## config.mk

```make
export PLATFORM = sky130hd
export DESIGN_NAME = mod_step_counter
export DESIGN_NICKNAME = d
export VERILOG_FILES = /design/src/rtl/mod_step_counter_pkg.sv /design/src/rtl/mod_step_next.sv /design/src/rtl/mod_step_counter.sv
export SDC_FILE = /design/constraint.sdc
export NUM_CORES = 1
export LEC_CHECK = 0
export CORE_ASPECT_RATIO = 0.5
export CORE_UTILIZATION = 45
export CTS_CLUSTER_SIZE = 24
export DETAILED_ROUTE_END_ITERATION = 8
export PLACE_DENSITY = 0.73
export RECOVER_POWER = 100
export SETUP_SLACK_MARGIN = 0.4
export SYNTH_ARGS = -nofsm -noshare
export SYNTH_HDL_FRONTEND = slang
export SYNTH_SLANG_ARGS = --single-unit
export TNS_END_PERCENT = 50
```

## constraint.sdc

```tcl
create_clock -name clk -period 3.5 [get_ports clk]
set_input_delay 0.875 -clock clk [delete_from_list [all_inputs] [get_ports clk]]
set_output_delay 0.875 -clock clk [all_outputs]
set_load 0.01 [all_outputs]
```

## src/rtl/mod_step_counter_pkg.sv

```systemverilog
// Shared types for the modulo-N step counter: counting modes and control FSM states.
package mod_step_counter_pkg;

    typedef enum logic [1:0] {
        MODE_WRAP    = 2'd0,
        MODE_SAT     = 2'd1,
        MODE_ONESHOT = 2'd2,
        MODE_RSVD    = 2'd3
    } mode_e;

    typedef enum logic [1:0] {
        ST_IDLE = 2'd0,
        ST_RUN  = 2'd1,
        ST_DONE = 2'd2
    } state_e;

    // The reserved encoding counts exactly like WRAP.
    function automatic logic is_wrap_mode(input mode_e m);
        return (m == MODE_WRAP) || (m == MODE_RSVD);
    endfunction

endpackage

```

## src/rtl/mod_step_next.sv

```systemverilog
// Combinational next-count datapath: one step up or down with wrap or clamp at the range ends.
module mod_step_next
    import mod_step_counter_pkg::*;
#(
    parameter int unsigned WIDTH   = 8,
    parameter int unsigned MAX_VAL = 2**WIDTH - 1,
    parameter int unsigned STEP_W  = 4
) (
    input  logic [WIDTH-1:0]  count,
    input  logic [STEP_W-1:0] step,
    input  logic              dir,
    input  mode_e             mode,
    output logic [WIDTH-1:0]  next_count,
    output logic              wrap_hit,
    output logic              term_hit
);

    localparam int unsigned    AW   = WIDTH + 2;
    localparam logic [AW-1:0]  MAXV = AW'(MAX_VAL);
    localparam logic [AW-1:0]  MODV = AW'(MAX_VAL) + AW'(1);

    logic [AW-1:0] c_ext;
    logic [AW-1:0] s_ext;
    logic [AW-1:0] sum;
    logic [AW-1:0] res;

    always_comb begin
        c_ext    = AW'(count);
        s_ext    = AW'(step);
        sum      = c_ext + s_ext;
        res      = c_ext;
        wrap_hit = 1'b0;
        if (!dir) begin
            if (sum > MAXV) begin
                if (is_wrap_mode(mode)) begin
                    res      = sum - MODV;
                    wrap_hit = 1'b1;
                end else begin
                    res = MAXV;
                end
            end else begin
                res = sum;
            end
        end else begin
            if (s_ext > c_ext) begin
                if (is_wrap_mode(mode)) begin
                    res      = c_ext + MODV - s_ext;
                    wrap_hit = 1'b1;
                end else begin
                    res = '0;
                end
            end else begin
                res = c_ext - s_ext;
            end
        end
        next_count = res[WIDTH-1:0];
        term_hit   = dir ? (res == '0) : (res == MAXV);
    end

endmodule

```

## src/rtl/mod_step_counter.sv

```systemverilog
// Modulo-N up/down step counter with wrap/saturate/one-shot modes, parallel load and run control.
module mod_step_counter
    import mod_step_counter_pkg::*;
#(
    parameter int unsigned WIDTH   = 8,
    parameter int unsigned MAX_VAL = 2**WIDTH - 1,
    parameter int unsigned STEP_W  = 4,
    parameter int unsigned RST_VAL = 0
) (
    input  logic              clk,
    input  logic              a_rst_n,
    input  logic              reset,
    input  logic              en,
    input  logic              dir,
    input  logic [1:0]        mode,
    input  logic [STEP_W-1:0] step,
    input  logic              load,
    input  logic [WIDTH-1:0]  load_val,
    input  logic              start,
    input  logic              stop,
    output logic [WIDTH-1:0]  count,
    output logic              wrap,
    output logic              sat,
    output logic              done,
    output logic              busy
);

    if (64'(MAX_VAL) > ((64'd1 << WIDTH) - 64'd1)) begin : g_bad_max
        $fatal(1, "mod_step_counter: MAX_VAL does not fit in WIDTH bits");
    end
    if (RST_VAL > MAX_VAL) begin : g_bad_rst
        $fatal(1, "mod_step_counter: RST_VAL exceeds MAX_VAL");
    end

    localparam logic [WIDTH-1:0] MAXC = WIDTH'(MAX_VAL);
    localparam logic [WIDTH-1:0] RSTC = WIDTH'(RST_VAL);

    mode_e            mode_m;
    state_e           state_q;
    state_e           state_d;
    logic [WIDTH-1:0] next_count;
    logic [WIDTH-1:0] count_d;
    logic             wrap_hit;
    logic             term_hit;
    logic             wrap_d;
    logic             sat_d;
    logic             do_count;

    assign mode_m   = mode_e'(mode);
    assign do_count = (state_q == ST_RUN) && !stop && en;

    mod_step_next #(
        .WIDTH   (WIDTH),
        .MAX_VAL (MAX_VAL),
        .STEP_W  (STEP_W)
    ) u_next (
        .count      (count),
        .step       (step),
        .dir        (dir),
        .mode       (mode_m),
        .next_count (next_count),
        .wrap_hit   (wrap_hit),
        .term_hit   (term_hit)
    );

    always_ff @(posedge clk or negedge a_rst_n) begin
        if (!a_rst_n) begin
            state_q <= ST_IDLE;
        end else begin
            state_q <= state_d;
        end
    end

    // Stop is ignored outside RUN, so a start in the same cycle still applies there.
    always_comb begin
        state_d = state_q;
        if (reset) begin
            state_d = ST_IDLE;
        end else if (load) begin
            if (state_q == ST_DONE) state_d = ST_IDLE;
        end else begin
            unique case (state_q)
                ST_IDLE: if (start) state_d = ST_RUN;
                ST_RUN: begin
                    if (stop) begin
                        state_d = ST_IDLE;
                    end else if (en && (mode_m == MODE_ONESHOT) && term_hit) begin
                        state_d = ST_DONE;
                    end
                end
                ST_DONE: if (start) state_d = ST_RUN;
                default: state_d = ST_IDLE;
            endcase
        end
    end

    always_comb begin
        busy = (state_q == ST_RUN);
        done = (state_q == ST_DONE);
    end

    always_comb begin
        count_d = count;
        wrap_d  = 1'b0;
        if (reset) begin
            count_d = RSTC;
        end else if (load) begin
            count_d = (load_val > MAXC) ? MAXC : load_val;
        end else if (do_count) begin
            count_d = next_count;
            wrap_d  = wrap_hit;
        end
        sat_d = !reset && (mode_m == MODE_SAT) && (count_d == (dir ? '0 : MAXC));
    end

    always_ff @(posedge clk or negedge a_rst_n) begin
        if (!a_rst_n) begin
            count <= RSTC;
            wrap  <= 1'b0;
            sat   <= 1'b0;
        end else begin
            count <= count_d;
            wrap  <= wrap_d;
            sat   <= sat_d;
        end
    end

endmodule
```

* After elaboration in Yosys (flattened, before gate mapping)
Cells that the tools add are included.
Storage, ports and cells: logic and storage cells 61, register bits 12
Cells by class: add/subtract/negate cells 5, reductions and logical operators 14, $lt $le $gt $ge 3, eq/ne operators 10, multiplexer cells 25
Operators by type and width (count):
- two-way mux 10 bit | 5
- two-way mux 8 bit | 5
- two-way mux 2 bit | 6
- adder 8 x 9 -> 10 bit, second input constant | 1
- == test 10 x 8 -> 1 bit, second input constant | 1
- > comparator 10 x 8 -> 1 bit, second input constant | 1
- logical NOT 10 bit | 1
- subtractor 10 x 4 -> 10 bit | 1
- subtractor 10 x 9 -> 10 bit, second input constant | 1
- adder 8 x 4 -> 9 bit | 1
- subtractor 8 x 4 -> 9 bit | 1
- == test 8 bit | 1
- > comparator 4 x 8 -> 1 bit | 1
- > comparator 8 bit, second input constant | 1
- two-way mux 1 bit | 8
- == test 2 bit, second input constant | 3
- logical AND 1 bit | 6
- inequality test 5 x 4 -> 1 bit, second input constant | 1
- == test 2 x 1 -> 1 bit, second input constant | 2
- logical NOT 2 bit | 2
- inequality test 4 x 1 -> 1 bit, second input constant | 1
- case mux 2 bit (2 select lines) | 1
- inequality test 3 x 2 -> 1 bit, second input constant | 1
- AND reduction 3 bit | 1
- other kinds (3) | 4

* Logic depth before layout (Yosys ltp)
Gate-level depths: netlist (run 1).
depth in word-level cells 13, gate-level depth with buffers 12, depth with buffers taken out 12

* By module
From an unflattened synthesis (run 1), not the netlist that was laid out.
Second synthesis, totals: cell total of the unflattened synthesis 206, area, all modules 1637.8 um^2
Modules (own cells, without submodules):
- mod_step_next | seq. area each 0.0 um^2, cells an instance 117, times used 1, area an instance 848.3 um^2
- mod_step_counter | seq. area each 300.3 um^2, cells an instance 89, times used 1, area an instance 789.5 um^2

* Worst setup path after synthesis (run 1)
Ideal clock, no wire load.
kind input to register, from input step[1], to register sat, buffers on the path 0, stages 9, slack 364 ps, library setup time 82 ps, required time 3418 ps, arrival time 3054 ps, cell sequence inv_1 -> ha_1 -> and2b_1 -> o221a_4 -> or4_4 -> mux2i_4 -> a222oi_1 -> or4_1 -> o22ai_1
Between the ends: longest elaborated chain between the ends 10, elaborated cells between the ends (all ways) 16
RTL lines:
- start: declaration | line mod_step_counter.sv:16 | input logic [STEP_W-1:0] step,
- adder 8 x 4 -> 9 bit | line mod_step_next.sv:30 | sum = c_ext + s_ext;
- subtractor 10 x 9 -> 10 bit | line mod_step_next.sv:36 | res = sum - MODV;
- two-way mux 10 bit | line mod_step_next.sv:35 | if (is_wrap_mode(mode)) begin
- two-way mux 10 bit | line mod_step_next.sv:34 | if (sum > MAXV) begin
- two-way mux 10 bit * | line mod_step_next.sv:33 | if (!dir) begin
- two-way mux 8 bit * | line mod_step_counter.sv:109 | end else if (do_count) begin
- two-way mux 8 bit * | line mod_step_counter.sv:107 | end else if (load) begin
- two-way mux 8 bit * | line mod_step_counter.sv:105 | if (reset) begin
- == test 8 bit * | line mod_step_counter.sv:113 | sat_d = !reset && (mode_m == MODE_SAT) && (count_d == (dir ? '0 : MAXC));
- logical AND 1 bit * | line mod_step_counter.sv:113
- via sat_d | line mod_step_counter.sv:46 | logic sat_d;
- end signal: assignment | line mod_step_counter.sv:124 | sat <= sat_d;
- end: declaration | line mod_step_counter.sv:23 | output logic sat,
The timed path passes the listed nets; every way through them passes the cells marked *. A chain may end at the register's enable or synchronous reset.

* Worst setup path in the final report (run 1)
from input step[3], to register sat
Between the ends: longest elaborated chain between the ends 10, elaborated cells between the ends (all ways) 16
RTL lines:
- adder 8 x 4 -> 9 bit | line mod_step_next.sv:30
- subtractor 10 x 9 -> 10 bit | line mod_step_next.sv:36
- two-way mux 10 bit | line mod_step_next.sv:35
- two-way mux 10 bit | line mod_step_next.sv:34
- two-way mux 10 bit * | line mod_step_next.sv:33
- two-way mux 8 bit * | line mod_step_counter.sv:109
- two-way mux 8 bit * | line mod_step_counter.sv:107
- two-way mux 8 bit * | line mod_step_counter.sv:105
- via count_d[4] | line mod_step_counter.sv:42 | logic [WIDTH-1:0] count_d;
- == test 8 bit * | line mod_step_counter.sv:113
- logical AND 1 bit * | line mod_step_counter.sv:113
- via sat_d | line mod_step_counter.sv:46
Marks and branches as above.

==> results of run 1 <==
## power groups by stage
stage | Combinational (mW) | Sequential, mW | Clock, mW
final | 0.314 | 0.164 | 0.153
after global routing | 0.335 | 0.166 | 0.163
after CTS | 0.292 | 0.163 | 0.155
after detailed placement | 0.267 | 0.164 | 0
after global placement | 0.264 | 0.164 | 0
after floorplan | 0.146 | 0.159 | 0
## final cells by class
cell class | instances | share of cell area (%)
multi-input combinational | 147 | 52.63
sequential | 12 | 12.51
timing repair buffer | 79 | 27.77
tap | 40 | 2.084
clock buffer | 4 | 2.293
inverter | 16 | 2.710
## worst paths after layout
path,cells past startpoint,start,to,slack (ns)
setup / recovery,11,step[3],sat,0.32
hold / removal,1,state_q[1],state_q[1],0.57
setup reg to reg,9,count[3],sat,0.55
hold reg to reg,1,state_q[1],state_q[1],0.57
max in group asynchronous,1,a_rst_n,count[1],2.06
min in group asynchronous,1,a_rst_n,state_q[1],1.07
## flip-flops by register name, indices dropped and copies added, names as in the netlist
signal	count
sat	1
count	8
state_q	2
wrap	1
## logic make-up after synthesis
group | after synthesis | share of synthesized area (%)
buffers and inverters | 25 | 9.344
DFF | 12 | 19.67
adders and majority gates | 12 | 10.82
xor gates and xnor gates | 4 | 2.296
AOI/OAI and AO/OA | 55 | 26.97
muxes | 4 | 3.606
and+or+nand+nor | 72 | 27.30
## per-stage QoR
step / hold WS (ns) / utilization [%] / setup slack [ns] / instance area, um^2 / setup TNS (ns)
floorplan: 0.5162 / - / 0.4267 / 1526 / 0
global placement: 0.5484 / 67.90 / -0.2570 / 2117 / -0.7624
detailed placement: 0.5715 / 67.90 / -0.3302 / 2117 / -1.297
CTS: 0.5809 / 73.80 / 0.4017 / 2301 / 0
global route: 0.6004 / 77.01 / 0.2099 / 2401 / 0
finish: 0.5744 / 77.01 / 0.3200 / 2401 / 0
## cell usage in the layout (no fill, tap or decap), types with 3 or more instances in the layout
| master | synthesis | routed |
|---|---|---|
| sky130_fd_sc_hd__nand2_1 | 11 | 10 |
| sky130_fd_sc_hd__or4_4 | 2 | 3 |
| sky130_fd_sc_hd__buf_4 | 3 | 44 |
| sky130_fd_sc_hd__a31oi_1 | 4 | 4 |
| sky130_fd_sc_hd__nor2_1 | 17 | 17 |
| sky130_fd_sc_hd__dfrtp_1 | 12 | 12 |
| sky130_fd_sc_hd__inv_2 | 0 | 4 |
| sky130_fd_sc_hd__clkdlybuf4s50_1 | 0 | 13 |
| sky130_fd_sc_hd__inv_1 | 16 | 10 |
| sky130_fd_sc_hd__nor4b_1 | 5 | 4 |
| sky130_fd_sc_hd__ha_1 | 10 | 4 |
| sky130_fd_sc_hd__a211oi_1 | 4 | 4 |
| sky130_fd_sc_hd__a21oi_1 | 10 | 8 |
| sky130_fd_sc_hd__o21ai_0 | 7 | 8 |
| sky130_fd_sc_hd__nor2b_1 | 6 | 6 |
| sky130_fd_sc_hd__dlygate4sd3_1 | 0 | 13 |
| sky130_fd_sc_hd__nand3_1 | 4 | 4 |
| sky130_fd_sc_hd__clkbuf_1 | 1 | 3 |
| sky130_fd_sc_hd__clkbuf_8 | 0 | 4 |
| sky130_fd_sc_hd__nand4_1 | 7 | 7 |
| sky130_fd_sc_hd__nand2b_1 | 4 | 3 |
| sky130_fd_sc_hd__ha_4 | 0 | 6 |
## what timing repair did
item	CTS	global route
hold buffers	0	0
gates resized for setup	42	28
setup endpoints to repair	7	6
buffers inserted	4	3
pin swaps	19	17
## critical path, cell delays in order
cell,delay [ns]
sky130_fd_sc_hd__buf_8,0.08
sky130_fd_sc_hd__inv_4,0.03
sky130_fd_sc_hd__ha_4,0.15
sky130_fd_sc_hd__or3_1,0.33
sky130_fd_sc_hd__or4_4,0.56
sky130_fd_sc_hd__o21ai_4,0.19
sky130_fd_sc_hd__o221a_1,0.19
sky130_fd_sc_hd__o21ai_0,0.17
sky130_fd_sc_hd__a221o_1,0.37
sky130_fd_sc_hd__or2_0,0.27
sky130_fd_sc_hd__o22ai_2,0.14
## routing by layer
layer	wire length (um)	part of all wire [%]	track usage, %
met4	44	0.81	6.780
met2	2455	45	50.98
met1	2446	45	40.88
met3	492	9.0	4.864
met5	0	0	0
==> flow_summary_export.csv, run 1 <==
group,metric,value,unit
timing,timing.clock.skew,0.001317,ns
power,p_total,631.3,uW
cells_and_area,area.growth.synth_to_final,57.29,%
timing,period_minus_slack,3.180,ns
synthesis,synthMostInstantiatedCell,"sky130_fd_sc_hd__nor2_1",
route,antenna_violating_nets_post_route,0,
synthesis,seq_area_frac_synth,19.67,%
die,std_cell_rows,14,
run_status,outcome,"finished clean",
cts,cts_root_buffer,"sky130_fd_sc_hd__clkbuf_8",
die,io_pins,34,
route,initialDrtViolationCount,188,
synthesis,synthDominantCellAreaShare,19.67,%
setup_path,critPathRequiredTime,3.66,ns
cts,htree_num_levels,1,
route,wl,5.439,mm
place,port-buffer-count,33,
synthesis,synth_commonest_cells,"17 x sky130_fd_sc_hd__nor2_1, 16 x sky130_fd_sc_hd__inv_1, 12 x sky130_fd_sc_hd__dfrtp_1",
global_route,grt_pass1_wl,8.349,mm
die,total_die_area,3643,um^2
cells_and_area,post_route_cells_drive_above_1_share,35.66,%
global_route,grt_antenna_before_repair,0,
global_route,leftover_overflow_at_the_end_of_global_routing,0,
timing,period_share,90.86,%
power,power_frac_comb,49.8,%
cells_and_area,multi_input_area,1264,um^2
die,die_x,84.37,um
power,p_leak,1.066,nW
cts,cts-root-to-sink-buffers,2,
synthesis,synth_edf_count,0,
cells_and_area,num-nets-final,293,
timing,timing_hold_violations_final,0,
route,routed-via-count,1818,
global_route,vias_in_the_first_global_route,1762,
timing,maxClockFrequency,0.3145,GHz
timing,timing.slew.headroom,62.13,%
place,routabilityCongestion,0.9304,
power,p_switching,223.8,uW
cts,cts_tree,"built",
power,power-per-cell-area,262.9,nW/um^2
synthesis,synth.ff_latch_count,12,
die,coreArea,3118,um^2
cells_and_area,antenna_cells_inserted,0,
power,clkPwrFrac,24.2,%
synthesis,synth_warn,0,
die,die_h,43.19,um
cts,cts_buffers,3,
place,dp_cells,287,
route,post-route-drc-count,0,
cells_and_area,regArea,300.3,um^2
power,swShare,35.45,%
synthesis,instance_count_of_the_mapped_netlist,184,
power,peak_supply_drop,361.9,uV
timing,worst_slew_pin_slew,0.5662,ns
setup_path,worst_setup_path_start_kind,"input port",
route,via_per_inst,6.101,
cts,clk-insertion-delay-late,0.24,ns
global_route,maximum_number_of_pins_on_one_net_before_global_route_repair,14,
setup_path,criticalPathCategory,"input port to flop",
timing,report.final.slew_viol_count,0,
synthesis,synth.top_cells.by_area,"sky130_fd_sc_hd__dfrtp_1 20%, sky130_fd_sc_hd__ha_1 8.2%, sky130_fd_sc_hd__nor2_1 4.2%",
synthesis,postSynth.asyncResetShare,100.0,%
synthesis,synth.net_count,218,
setup_path,cp-end-kind,"flop",
cts,cts.sink_count,12,
power,seq_power_share,26.0,%
setup_path,cp.arrival,3.34,ns
min_path,min-delay-path-class,"flop to flop",
setup_path,critical_path_peak_fanout,3,
synthesis,syn-cell-area,1526,um^2
route,firstDrtPassIters,5,
global_route,grt_util_overall,30.08,%
place,dpl.hpwl,3.838,mm
die,floorplan.initialDensity,48.96,%
cells_and_area,layout.cells.non_filler,298,
cts,cts.reportedPaths.clkPinSlew,0.05,ns
synthesis,synth_top_area_cell,"sky130_fd_sc_hd__dfrtp_1",
synthesis,synth_top_flop_cell,"sky130_fd_sc_hd__dfrtp_1",
synthesis,yosys.cell_types.count,57,
job,timing.max_cap.violations,0,
power,internal_power,407.5,uW
route,routedWlPerCell,18.25,um
synthesis,synth_area_per_cell,8.296,um^2
cells_and_area,nFillCells,219,
timing,rsz0062_at_grt,"yes",
timing,total_setup_violations_reported_at_the_end_of_the_flow,0,
Note: power is estimated with default switching activity, not from simulation.
==> inputs of run 2 (changes only) <==
--- a/config.mk
+++ b/config.mk
@@ -6,11 +6,11 @@
 export NUM_CORES = 1
 export LEC_CHECK = 0
 export CORE_ASPECT_RATIO = 0.5
-export CORE_UTILIZATION = 45
+export CORE_UTILIZATION = 55
 export CTS_CLUSTER_SIZE = 24
 export DETAILED_ROUTE_END_ITERATION = 8
-export PLACE_DENSITY = 0.73
-export RECOVER_POWER = 100
+export PLACE_DENSITY = 0.86
+export RECOVER_POWER = 50
 export SETUP_SLACK_MARGIN = 0.4
 export SYNTH_ARGS = -nofsm -noshare
 export SYNTH_HDL_FRONTEND = slang
==> constraint.sdc (replaced) <==
create_clock -name clk -period 4.1 [get_ports clk]
set_input_delay 1.025 -clock clk [delete_from_list [all_inputs] [get_ports clk]]
set_output_delay 1.025 -clock clk [all_outputs]
set_load 0.01 [all_outputs]
==> run 2 against run 1 <==
Die area decreased by 18%; critical path depth unchanged; non-clock buffer count decreased by 32; critical endpoint unchanged; register-to-register slack improved by 0.58 ns; worst setup slack improved by 0.16 ns; hold slack got worse by 0.0094 ns; cell area decreased by 14%; power decreased by 25%.
==> flow_summary_export.csv, run 2 (synthesis gave the netlist of run 1 again) <==
group,metric,value,unit
run_status,outcome,"finished clean",
setup_path,criticalPathCategory,"input port to flop",
timing,period_share,88.21,%
cells_and_area,final_common_cell,"sky130_fd_sc_hd__clkdlybuf4s50_1",
min_path,min_to,"state_q[1]",
die,coreArea,2619,um^2
setup_path,critical_path.reg2reg.endpoint,"sat",
setup_path,wp_buf_inv,2,
cts,clk-insertion-delay-late,0.24,ns
global_route,maximum_number_of_pins_on_one_net_before_global_route_repair,19,
setup_path,setup.reg_to_reg.worst_slack,1.13,ns
power,p_switching,175.8,uW
power,clkPwrFrac,22.4,%
setup_path,worst_setup_path_start_kind,"input port",
cts,cts_tree,"built",
place,port-buffer-count,33,
route,via_per_inst,6.691,
global_route,leftover_overflow_at_the_end_of_global_routing,0,
power,seq_power_share,29.5,%
cells_and_area,num-nets-final,261,
power,internal_power,297.6,uW
global_route,vias_in_the_first_global_route,1489,
setup_path,timing.critical_path.mode_cell,"sky130_fd_sc_hd__o21ai_2",
cts,cts-root-to-sink-buffers,2,
global_route,grt_pass1_wl,7.486,mm
power,power_frac_comb,48.2,%
cells_and_area,number_of_flip_flops_under_the_largest_register_name,8,
cts,cts_root_buffer,"sky130_fd_sc_hd__clkbuf_8",
cells_and_area,layout.cells.most_common_list,"23 x sky130_fd_sc_hd__clkdlybuf4s50_1, 17 x sky130_fd_sc_hd__nor2_1, 15 x sky130_fd_sc_hd__inv_1, 14 x sky130_fd_sc_hd__buf_4, 12 x sky130_fd_sc_hd__dfrtp_1",
global_route,grt_util_overall,33.79,%
die,die_x,76.51,um
setup_path,critPathRequiredTime,4.26,ns
place,dpl.hpwl,3.609,mm
timing,timing.final.ws_setup,0.4834,ns
timing,total_setup_violations_reported_at_the_end_of_the_flow,0,
setup_path,critPathTopFamily,"simple AND/OR/NAND/NOR gates",
cts,htree_num_levels,1,
route,wl,5.177,mm
timing,hold_ws,0.5650,ns
die,floorplan.initialDensity,58.29,%
cells_and_area,antenna_cells_inserted,0,
cts,cts_buffers,3,
power,p_leak,0.8754,nW
power,power-per-cell-area,228.6,nW/um^2
cells_and_area,post_route_cells_drive_above_1_share,21.33,%
route,antenna_violating_nets_post_route,0,
place,dp_cells,252,
route,initialDrtViolationCount,280,
cells_and_area,layout.cells.non_filler,262,
timing,period_minus_slack,3.617,ns
die,std_cell_rows,13,
timing,timing.clock.skew,0.003028,ns
cells_and_area,area.growth.synth_to_final,35.66,%
timing,maxClockFrequency,0.2765,GHz
setup_path,cp_slowest_cell,"sky130_fd_sc_hd__clkdlybuf4s50_1",
setup_path,path_cells,"clkdlybuf4s50_1 -> inv_1 -> ha_4 -> or3_4 -> or4_4 -> o21ai_2 -> o221a_1 -> o21ai_2 -> a221o_1 -> or2_0 -> o22ai_2",
setup_path,worst_r2r_path_depth,9,
timing,timing_hold_violations_final,0,
route,routed-via-count,1753,
cells_and_area,biggestRegsByFlops,"count: 8 flops, state_q: 2 flops",
cts,cts.reportedPaths.clkPinSlew,0.05,ns
power,swShare,37.14,%
timing,rsz0062_at_grt,"no",
route,post-route-drc-count,0,
min_path,min-delay-path-class,"flop to flop",
place,pre_cts_ws,0.03379,ns
die,total_die_area,3003,um^2
cts,cts.sink_count,12,
setup_path,cp-end-kind,"flop",
setup_path,cp.arrival,3.78,ns
die,io_pins,34,
setup_path,worst_r2r_startpoint,"count[1]",
min_path,timing.hold.worst_path_depth,1,
power,p_total,473.4,uW
timing,setup_tns,0,ns
route,routedWlPerCell,19.76,um
setup_path,critical_path_peak_fanout,5,
place,routabilityCongestion,0.9469,
global_route,grt_antenna_before_repair,0,
setup_path,timing.critical_path.slowest_cell_delay,0.48,ns
die,die_h,39.25,um
timing,worst_slew_pin_slew,0.6584,ns
cells_and_area,largest_register,"count",
power,peak_supply_drop,159.4,uV
timing,report.final.slew_viol_count,0,
job,timing.max_cap.violations,0,
timing,timing.slew.headroom,55.97,%
min_path,min-delay-start,"state_q[1]",
route,firstDrtPassIters,6,
-- run 2: changes by cell type in the layout (fill, tap and decap cells not counted), sizes merged --
| cell | before | now |
|---|---|---|
| dlygate4sd3 | 13 | 7 |
| clkdlybuf4s15 | 0 | 1 |
| clkbuf | 8 | 3 |
| dlygate4sd2 | 2 | 0 |
| clkdlybuf4s50 | 13 | 23 |
| buf | 46 | 14 |
| dlymetal6s2s | 1 | 2 |
-- run 2: worst max path at each step --
stage | slack, ns | to | depth (start not counted) | from
global placement | 0.17 | sat | 10 | step[1]
detailed placement | 0.03 | sat | 11 | step[1]
finish | 0.48 | sat | 11 | step[3]
CTS | 0.41 | sat | 12 | step[0]
global route | 0.41 | sat | 11 | step[1]
floorplan | 0.81 | sat | 9 | step[1]
-- run 2: what timing repair did --
action	4_1_cts	5_1_grt
hold buffers	0	0
buffers inserted	1	6
hold endpoints to repair	0	0
pin swaps	1	12
gates resized for setup	4	23
endpoints found under the setup margin	2	3
-- run 2: power by group through the flow --
stage               clock [mW]  sequential [mW]  combinational [mW]
floorplan                    0            0.136               0.125
detailed placement           0            0.140               0.191
finish                   0.106            0.140               0.228
global placement             0            0.139               0.186
global route             0.113            0.140               0.240
CTS                      0.106            0.138               0.196
-- run 2: per-stage QoR --
step	instance area, um^2	util [%]
final	2071	79.07
after global routing	2071	79.07
after CTS	1933	73.82
after detailed placement	1873	71.52
after global placement	1873	71.52
after floorplan	1526	-
-- run 2: metal layers --
metal	wire length, um	GRT usage, %	part of all wire [%]
met1	2116	44.52	41
met2	2351	56.31	45
met3	583	5.116	11
met4	125	16.35	2.4
met5	0	0	0
-- run 2: final cells by class --
cell class | count | area, um^2
fill | 187 | 548.0
multi-input combinational | 147 | 1182
sequential | 12 | 300.3
timing repair buffer | 47 | 440.4
clock buffer | 3 | 41.29
tap | 37 | 46.29
inverter | 16 | 60.06
